`src/rtl/uart_rx_ctrl_if.sv`:
```
// Signal bundle between the UART Rx frame controller and its datapath.
// master = controller side, slave = datapath / line side.
// UART_RX_ERR_CNT_EN adds the error-counter clear input and the two counters.
interface uart_rx_ctrl_if;
  logic       RX_IN;
  logic [7:0] Prescale;
  logic       PAR_EN;
  logic       Strt_Glitch;
  logic       Par_Err;
  logic       Stp_Err;
  logic [7:0] Edge_Cnt;
  logic [3:0] Bit_Cnt;
  logic       Samp_En;
  logic       Strt_Chk_En;
  logic       Deser_En;
  logic       Par_Chk_En;
  logic       Stp_Chk_En;
  logic       Data_Valid;
  logic       Parity_Err;
  logic       Framing_Err;
  logic       Busy;
`ifdef UART_RX_ERR_CNT_EN
  logic       Err_Cnt_Clr;
  logic [7:0] Glitch_Cnt;
  logic [7:0] Frame_Err_Cnt;
`endif

  modport master (
    input  RX_IN, Prescale, PAR_EN, Strt_Glitch, Par_Err, Stp_Err,
    output Edge_Cnt, Bit_Cnt, Samp_En, Strt_Chk_En, Deser_En, Par_Chk_En,
           Stp_Chk_En, Data_Valid, Parity_Err, Framing_Err, Busy
`ifdef UART_RX_ERR_CNT_EN
    , input Err_Cnt_Clr, output Glitch_Cnt, Frame_Err_Cnt
`endif
  );

  modport slave (
    output RX_IN, Prescale, PAR_EN, Strt_Glitch, Par_Err, Stp_Err,
    input  Edge_Cnt, Bit_Cnt, Samp_En, Strt_Chk_En, Deser_En, Par_Chk_En,
           Stp_Chk_En, Data_Valid, Parity_Err, Framing_Err, Busy
`ifdef UART_RX_ERR_CNT_EN
    , output Err_Cnt_Clr, input Glitch_Cnt, Frame_Err_Cnt
`endif
  );
endinterface

```
`src/rtl/uart_rx_ctrl.sv`:
```
// UART Rx frame-sequencing controller: owns the per-bit edge counter and the
// data-bit counter, decodes the datapath enables from the registered state and
// issues exactly one result pulse (Data_Valid / Parity_Err / Framing_Err) per
// completed frame.
// Optional macro UART_RX_ERR_CNT_EN: adds saturating glitch and framing-error
// counters with a clear input.
module uart_rx_ctrl #(
  parameter int DATA_WIDTH = 8
) (
  input  logic          CLK,
  input  logic          RST,
  uart_rx_ctrl_if.master bus
);

  typedef enum logic [2:0] {IDLE, START, DATA, PARITY, STOP} state_e;

  localparam logic [3:0] LAST_BIT = 4'(DATA_WIDTH - 1);
  localparam logic [7:0] MIN_P    = 8'd8;

  state_e     state_q, state_d;
  logic [7:0] edge_q, edge_d;
  logic [3:0] bit_q, bit_d;
  logic [7:0] p_q, p_d;            // prescale latched at frame start
  logic       par_en_q, par_en_d;  // parity enable latched at frame start
  logic       par_flag_q, par_flag_d;
  logic       dv_q, dv_d;
  logic       pe_q, pe_d;
  logic       fe_q, fe_d;
  logic       abort;               // START->IDLE on a glitchy start bit

  logic       bnd;
  logic [7:0] deser_pt;

  assign bnd      = (edge_q == p_q - 8'd1);
  // Majority sample lands two cycles past mid-bit; shift one cycle later.
  assign deser_pt = (p_q >> 1) + 8'd3;

  // State and counter registers; async reset returns straight to IDLE.
  always_ff @(posedge CLK or negedge RST) begin
    if (!RST) begin
      state_q    <= IDLE;
      edge_q     <= '0;
      bit_q      <= '0;
      p_q        <= MIN_P;
      par_en_q   <= 1'b0;
      par_flag_q <= 1'b0;
      dv_q       <= 1'b0;
      pe_q       <= 1'b0;
      fe_q       <= 1'b0;
    end else begin
      state_q    <= state_d;
      edge_q     <= edge_d;
      bit_q      <= bit_d;
      p_q        <= p_d;
      par_en_q   <= par_en_d;
      par_flag_q <= par_flag_d;
      dv_q       <= dv_d;
      pe_q       <= pe_d;
      fe_q       <= fe_d;
    end
  end

  // Next-state, counter and result-pulse logic.
  always_comb begin
    state_d    = state_q;
    edge_d     = (state_q == IDLE || bnd) ? 8'd0 : edge_q + 8'd1;
    bit_d      = bit_q;
    p_d        = p_q;
    par_en_d   = par_en_q;
    par_flag_d = par_flag_q;
    dv_d       = 1'b0;
    pe_d       = 1'b0;
    fe_d       = 1'b0;
    abort      = 1'b0;
    case (state_q)
      IDLE: begin
        par_flag_d = 1'b0;
        bit_d      = '0;
        if (!bus.RX_IN) begin
          state_d  = START;
          p_d      = (bus.Prescale < MIN_P) ? MIN_P : bus.Prescale;
          par_en_d = bus.PAR_EN;
        end
      end
      START: begin
        if (bnd) begin
          bit_d = '0;
          if (bus.Strt_Glitch) begin
            state_d = IDLE;
            abort   = 1'b1;
          end else begin
            state_d = DATA;
          end
        end
      end
      DATA: begin
        if (bnd) begin
          if (bit_q == LAST_BIT) begin
            bit_d   = '0;
            state_d = par_en_q ? PARITY : STOP;
          end else begin
            bit_d = bit_q + 4'd1;
          end
        end
      end
      PARITY: begin
        if (bnd) begin
          par_flag_d = bus.Par_Err;
          state_d    = STOP;
        end
      end
      STOP: begin
        if (bnd) begin
          state_d    = IDLE;
          par_flag_d = 1'b0;
          // Stop-bit failure outranks a parity failure.
          if (bus.Stp_Err)     fe_d = 1'b1;
          else if (par_flag_q) pe_d = 1'b1;
          else                 dv_d = 1'b1;
        end
      end
      default: state_d = IDLE;
    endcase
  end

  // Moore enables decoded from the registered state.
  assign bus.Edge_Cnt    = edge_q;
  assign bus.Bit_Cnt     = bit_q;
  assign bus.Samp_En     = (state_q != IDLE);
  assign bus.Strt_Chk_En = (state_q == START);
  assign bus.Deser_En    = (state_q == DATA) && (edge_q == deser_pt);
  assign bus.Par_Chk_En  = (state_q == PARITY);
  assign bus.Stp_Chk_En  = (state_q == STOP);
  assign bus.Data_Valid  = dv_q;
  assign bus.Parity_Err  = pe_q;
  assign bus.Framing_Err = fe_q;
  assign bus.Busy        = (state_q != IDLE);

`ifdef UART_RX_ERR_CNT_EN
  logic [7:0] glitch_cnt_q, glitch_cnt_d;
  logic [7:0] ferr_cnt_q, ferr_cnt_d;

  // Saturating error counters; clear wins over a same-cycle increment.
  always_comb begin
    glitch_cnt_d = glitch_cnt_q;
    ferr_cnt_d   = ferr_cnt_q;
    if (bus.Err_Cnt_Clr) begin
      glitch_cnt_d = '0;
      ferr_cnt_d   = '0;
    end else begin
      if (abort && glitch_cnt_q != 8'hFF) glitch_cnt_d = glitch_cnt_q + 8'd1;
      if (fe_d  && ferr_cnt_q   != 8'hFF) ferr_cnt_d   = ferr_cnt_q + 8'd1;
    end
  end

  // Error counter registers.
  always_ff @(posedge CLK or negedge RST) begin
    if (!RST) begin
      glitch_cnt_q <= '0;
      ferr_cnt_q   <= '0;
    end else begin
      glitch_cnt_q <= glitch_cnt_d;
      ferr_cnt_q   <= ferr_cnt_d;
    end
  end

  assign bus.Glitch_Cnt    = glitch_cnt_q;
  assign bus.Frame_Err_Cnt = ferr_cnt_q;
`else
  logic unused_abort;
  assign unused_abort = abort;
`endif

endmodule

```
`src/flat_wrapper.sv`:
```
// flat-port wrapper written by rule: the top's interface ports become plain ports
module uart_rx_ctrl_flat 
#(
  parameter int DATA_WIDTH = 8
)
  (CLK, RST, bus_RX_IN, bus_Prescale, bus_PAR_EN, bus_Strt_Glitch, bus_Par_Err, bus_Stp_Err, bus_Edge_Cnt, bus_Bit_Cnt, bus_Samp_En, bus_Strt_Chk_En, bus_Deser_En, bus_Par_Chk_En, bus_Stp_Chk_En, bus_Data_Valid, bus_Parity_Err, bus_Framing_Err, bus_Busy);
  uart_rx_ctrl_if bus_i ();
  input  logic CLK;
  input  logic RST;
  input wire logic [$bits(bus_i.RX_IN)-1:0] bus_RX_IN;
  input wire logic [$bits(bus_i.Prescale)-1:0] bus_Prescale;
  input wire logic [$bits(bus_i.PAR_EN)-1:0] bus_PAR_EN;
  input wire logic [$bits(bus_i.Strt_Glitch)-1:0] bus_Strt_Glitch;
  input wire logic [$bits(bus_i.Par_Err)-1:0] bus_Par_Err;
  input wire logic [$bits(bus_i.Stp_Err)-1:0] bus_Stp_Err;
  output wire logic [$bits(bus_i.Edge_Cnt)-1:0] bus_Edge_Cnt;
  output wire logic [$bits(bus_i.Bit_Cnt)-1:0] bus_Bit_Cnt;
  output wire logic [$bits(bus_i.Samp_En)-1:0] bus_Samp_En;
  output wire logic [$bits(bus_i.Strt_Chk_En)-1:0] bus_Strt_Chk_En;
  output wire logic [$bits(bus_i.Deser_En)-1:0] bus_Deser_En;
  output wire logic [$bits(bus_i.Par_Chk_En)-1:0] bus_Par_Chk_En;
  output wire logic [$bits(bus_i.Stp_Chk_En)-1:0] bus_Stp_Chk_En;
  output wire logic [$bits(bus_i.Data_Valid)-1:0] bus_Data_Valid;
  output wire logic [$bits(bus_i.Parity_Err)-1:0] bus_Parity_Err;
  output wire logic [$bits(bus_i.Framing_Err)-1:0] bus_Framing_Err;
  output wire logic [$bits(bus_i.Busy)-1:0] bus_Busy;
  assign bus_i.RX_IN = bus_RX_IN;
  assign bus_i.Prescale = bus_Prescale;
  assign bus_i.PAR_EN = bus_PAR_EN;
  assign bus_i.Strt_Glitch = bus_Strt_Glitch;
  assign bus_i.Par_Err = bus_Par_Err;
  assign bus_i.Stp_Err = bus_Stp_Err;
  assign bus_Edge_Cnt = bus_i.Edge_Cnt;
  assign bus_Bit_Cnt = bus_i.Bit_Cnt;
  assign bus_Samp_En = bus_i.Samp_En;
  assign bus_Strt_Chk_En = bus_i.Strt_Chk_En;
  assign bus_Deser_En = bus_i.Deser_En;
  assign bus_Par_Chk_En = bus_i.Par_Chk_En;
  assign bus_Stp_Chk_En = bus_i.Stp_Chk_En;
  assign bus_Data_Valid = bus_i.Data_Valid;
  assign bus_Parity_Err = bus_i.Parity_Err;
  assign bus_Framing_Err = bus_i.Framing_Err;
  assign bus_Busy = bus_i.Busy;
  uart_rx_ctrl #(.DATA_WIDTH(DATA_WIDTH)) u_core (.CLK(CLK), .RST(RST), .bus(bus_i));
endmodule
```
`config.mk`:
```
export PLATFORM = sky130hd
export DESIGN_NAME = uart_rx_ctrl_flat
export DESIGN_NICKNAME = d
export VERILOG_FILES = /design/src/rtl/uart_rx_ctrl_if.sv /design/src/rtl/uart_rx_ctrl.sv /design/src/flat_wrapper.sv
export SDC_FILE = /design/constraint.sdc
export NUM_CORES = 1
export LEC_CHECK = 0
export BUFFER_PORTS_ARGS = -buffer_cell sky130_fd_sc_hd__buf_2
export CORE_MARGIN = 1.5
export CORE_UTILIZATION = 35
export DETAILED_ROUTE_END_ITERATION = 6
export SYNTH_ARGS = -nofsm -noshare
export SYNTH_HDL_FRONTEND = slang
export SYNTH_SLANG_ARGS = --single-unit
```
`constraint.sdc`:
```
create_clock -name CLK -period 4.7 [get_ports CLK]
set_input_delay 0.94 -clock CLK [delete_from_list [all_inputs] [get_ports CLK]]
set_output_delay 0.94 -clock CLK [all_outputs]
set_load 0.02 [all_outputs]
```
==> run_summary.xml <==
<?xml version="1.0" encoding="UTF-8"?>
<metrics>
  <group name="status">
    <metric name="status" unit="">finished, final reports clean</metric>
  </group>
  <group name="finish">
    <metric name="diodes" unit="">0</metric>
    <metric name="layout-area-overhead-vs-synth" unit="%">13.76</metric>
    <metric name="final_standard_cell_area_without_fillers" unit="um2">2121</metric>
    <metric name="layout.cells.non_filler" unit="">302</metric>
    <metric name="final_nets" unit="">252</metric>
    <metric name="ratio_of_cells_with_drive_above_1_in_the_final_layout" unit="%">21.98</metric>
  </group>
  <group name="floorplanning">
    <metric name="boundaryPins" unit="">36</metric>
    <metric name="design.die.area" unit="um2">5774</metric>
    <metric name="core_area" unit="um2">5107</metric>
    <metric name="floorplan.rows" unit="">26</metric>
    <metric name="chipWidth" unit="um">75.99</metric>
    <metric name="die_h" unit="um">75.99</metric>
    <metric name="initial_utilization" unit="%">36.50</metric>
  </group>
  <group name="worst_setup_path">
    <metric name="worstSetupStartpointType" unit="">flip-flop</metric>
    <metric name="crit_path_dat" unit="ns">2.53</metric>
    <metric name="cp_max_fo" unit="">4</metric>
    <metric name="cp-end-kind" unit="">primary output</metric>
    <metric name="setup.worst_path.class" unit="">flip-flop to primary output</metric>
    <metric name="critPathRequiredTime" unit="ns">3.76</metric>
  </group>
  <group name="place">
    <metric name="io_buf_count" unit="">35</metric>
    <metric name="hpwlAfterDp" unit="um">3037</metric>
    <metric name="post-place-cells" unit="">298</metric>
    <metric name="detailedPlace.worstSlack" unit="ns">1.583</metric>
    <metric name="globalplace.congestion" unit="">0.7909</metric>
    <metric name="placement.cell_area" unit="um2">2049</metric>
  </group>
  <group name="drt">
    <metric name="met3WireLength" unit="um">166</metric>
    <metric name="route.detailed.vias_per_inst" unit="">4.960</metric>
    <metric name="detail_route.iter0.violations" unit="">71</metric>
    <metric name="postRouteAntennaNets" unit="">0</metric>
    <metric name="drt-wirelength-per-cell" unit="um">13.53</metric>
    <metric name="route.detailed.drc" unit="">0</metric>
    <metric name="detailed_route_wire_length" unit="um">4087</metric>
    <metric name="detail_route.wirelength.met1" unit="um">1934</metric>
    <metric name="detailroute.wirelength.met2" unit="um">1969</metric>
    <metric name="routed-via-count" unit="">1498</metric>
    <metric name="detail_route.first_pass.iterations" unit="">4</metric>
    <metric name="maxUsedRoutingLayer" unit="">met4</metric>
  </group>
  <group name="clock_tree">
    <metric name="insertion_delay" unit="ns">0.28</metric>
    <metric name="clock_tree_from_tritoncts" unit="">yes</metric>
    <metric name="cts_inserted_buffers" unit="">3</metric>
    <metric name="clock_root_cell" unit="">clkbuf_8</metric>
    <metric name="number_of_sinks_driven_by_the_clock_tree" unit="">28</metric>
    <metric name="cts.clk_slew.worst_paths" unit="ns">0.10</metric>
    <metric name="postCtsHoldBufs" unit="">0</metric>
    <metric name="post-cts-setup-buffers" unit="">0</metric>
    <metric name="ctsResizeCount" unit="">0</metric>
    <metric name="clk_path_buf_depth" unit="">2</metric>
    <metric name="cts.htree.levels" unit="">1</metric>
  </group>
  <group name="global_routing">
    <metric name="grt_pass1_wl" unit="um">6789</metric>
    <metric name="grt-ovfl-total" unit="">0</metric>
    <metric name="grt_use_total" unit="%">14.46</metric>
    <metric name="grt_pass1_vias" unit="">1458</metric>
    <metric name="grt_max_degree" unit="">29</metric>
    <metric name="antenna_found_initial" unit="">0</metric>
  </group>
  <group name="synth">
    <metric name="synth_sequential_area_ratio" unit="%">37.65</metric>
    <metric name="synth_cell_types" unit="">53</metric>
    <metric name="synth_commonest_cells" unit="">28 x nand2_1, 27 x dfrtp_1, 18 x xnor2_1, 15 x nor2_1, 10 x inv_1</metric>
    <metric name="ys.warnings.count" unit="">0</metric>
    <metric name="yosys.cell_count.top_type" unit="">nand2_1</metric>
    <metric name="synth_edf_count" unit="">0</metric>
    <metric name="synth-async-reset-ratio" unit="%">100.0</metric>
    <metric name="synth_ff_type" unit="">dfrtp_1</metric>
    <metric name="synth_area_leaders" unit="">dfrtp_1 36%, xnor2_1 8.5%, nand2_1 5.6%</metric>
    <metric name="netlist_area" unit="um2">1864</metric>
    <metric name="synthesis.area_per_instance" unit="um2">9.139</metric>
    <metric name="synthesis.nets" unit="">223</metric>
    <metric name="post-synth-top-area-cell" unit="">dfrtp_1</metric>
    <metric name="synth_seq_cells" unit="">28</metric>
    <metric name="synthesis.instances" unit="">204</metric>
    <metric name="synth_largest_type_area_fraction" unit="%">36.24</metric>
  </group>
  <group name="timing">
    <metric name="setup_viol" unit="">0</metric>
    <metric name="worst-slew-pin-transition" unit="ns">0.6522</metric>
    <metric name="slew_violations" unit="">0</metric>
    <metric name="timing.clock.skew" unit="ns">0.008241</metric>
    <metric name="tns" unit="ns">0</metric>
    <metric name="slew-limit-headroom" unit="%">56.52</metric>
    <metric name="fin_crit_sh" unit="%">73.89</metric>
    <metric name="final.min_clock_period" unit="ns">3.473</metric>
    <metric name="rsz0062_at_grt" unit="">no</metric>
    <metric name="hold_viol" unit="">0</metric>
    <metric name="fmaxAchievable" unit="MHz">287.9</metric>
    <metric name="fin_ws" unit="ns">1.227</metric>
  </group>
  <group name="min_path">
    <metric name="holdCritPathClass" unit="">flip-flop to flip-flop</metric>
  </group>
  <group name="power_and_ir_drop">
    <metric name="vdd_ir_drop_max" unit="mV">0.4555</metric>
    <metric name="power.leakage" unit="uW">0.0009804</metric>
    <metric name="power_per_cell_area" unit="nW/um2">567.8</metric>
  </group>
  <group name="job">
    <metric name="cap_viol_max_count" unit="">0</metric>
  </group>
</metrics>
==> layout make-up <==
cell class	count	area (um2)
Fill cell	524	2987
Multi-Input combinational cell	155	1047
Sequential cell	28	701.9
Timing Repair Buffer	35	175.2
Tap cell	70	87.58
Clock buffer	3	41.29
Inverter	10	37.54
Clock inverter	1	30.03
==> flip-flops by register name, summed over array words and instances (netlist names) <==
register	cells
u_core.bus.Edge_Cnt	8
u_core.p_q	8
u_core.bus.Bit_Cnt	4
u_core.state_q	3
u_core.bus.Data_Valid	1
u_core.bus.Framing_Err	1
u_core.bus.Parity_Err	1
u_core.par_en_q	1
u_core.par_flag_q	1
==> cell families (layout without fill, tap and decap cells) <==
logic type | Yosys count | in the layout | share of synthesized area [%]
DFF | 28 | 28 | 37.65
and+or+nand+nor | 91 | 91 | 27.31
buffers and inverters | 21 | 49 | 6.174
xor gates and xnor gates | 27 | 27 | 13.42
AOI/OAI and AO/OA | 31 | 31 | 11.68
adders and majority gates | 4 | 4 | 2.685
muxes | 2 | 2 | 1.074
==> cell usage in the layout (no fill, tap or decap), types with 3 or more instances in the layout <==
cell type  synthesis  layout
buf_2              2      35
nand2_1           28      28
dfrtp_1           27      27
xnor2_1           18      18
nor2_1            15      15
inv_1             10      10
nand3_1            9       9
nor3_1             8       8
xor2_1             8       8
o21ai_0            7       7
a21oi_1            4       4
o211ai_1           4       4
nor4_1             4       4
ha_1               4       4
nor4b_1            3       3
and3_1             3       3
clkbuf_8           0       3
==> metrics by stage <==
stage	power, uW	hold WS, ns	util [%]
after floorplan	911.6	0.4555	-
after global placement	1012	0.4845	40.13
after detailed placement	1015	0.4971	40.13
after CTS	1220	0.5065	41.52
after global routing	1303	0.5245	41.52
final	1204	0.4973	41.52
==> critical path, stage by stage (launching register included) <==
cell,delay [ns]
dfrtp_1,0.41
inv_1,0.11
ha_1,0.28
and3b_2,0.25
nand3_1,0.09
xor2_1,0.22
xnor2_1,0.09
o22a_1,0.17
a2111oi_0,0.39
buf_2,0.24
==> routing by layer <==
metal	global-route usage (%)	vias to the layer above
met5	0	-
met4	2.778	0
met3	3.473	2
met2	24.32	26
met1	19.12	706
li1	-	764
==> final timing paths <==
| check | cells past startpoint | to | slack, ns | start |
|---|---|---|---|---|
| setup / recovery | 9 | bus_Deser_En | 1.23 | u_core.p_q[2]$_DFFE_PN0P_ |
| hold reg to reg | 1 | u_core.bus.Data_Valid$_DFF_PN0_ | 0.50 | u_core.par_flag_q$_DFFE_PN0P_ |
| min in group asynchronous | 1 | u_core.p_q[2]$_DFFE_PN0P_ | 0.68 | RST |
| hold / removal | 1 | u_core.bus.Data_Valid$_DFF_PN0_ | 0.50 | u_core.par_flag_q$_DFFE_PN0P_ |
| max in group asynchronous | 1 | u_core.state_q[1]$_DFFE_PN0P_ | 3.60 | RST |
| setup reg to reg | 8 | u_core.bus.Bit_Cnt[0]$_DFFE_PN0P_ | 2.01 | u_core.p_q[2]$_DFFE_PN0P_ |
==> report_power, final <==
| part | switching (uW) | internal (uW) |
|---|---|---|
| Sequential | 131 | 306 |
| Combinational | 310 | 266 |
| Clock | 77.1 | 114 |
| Total | 518 | 686 |
(Power assumes the default switching activity.)
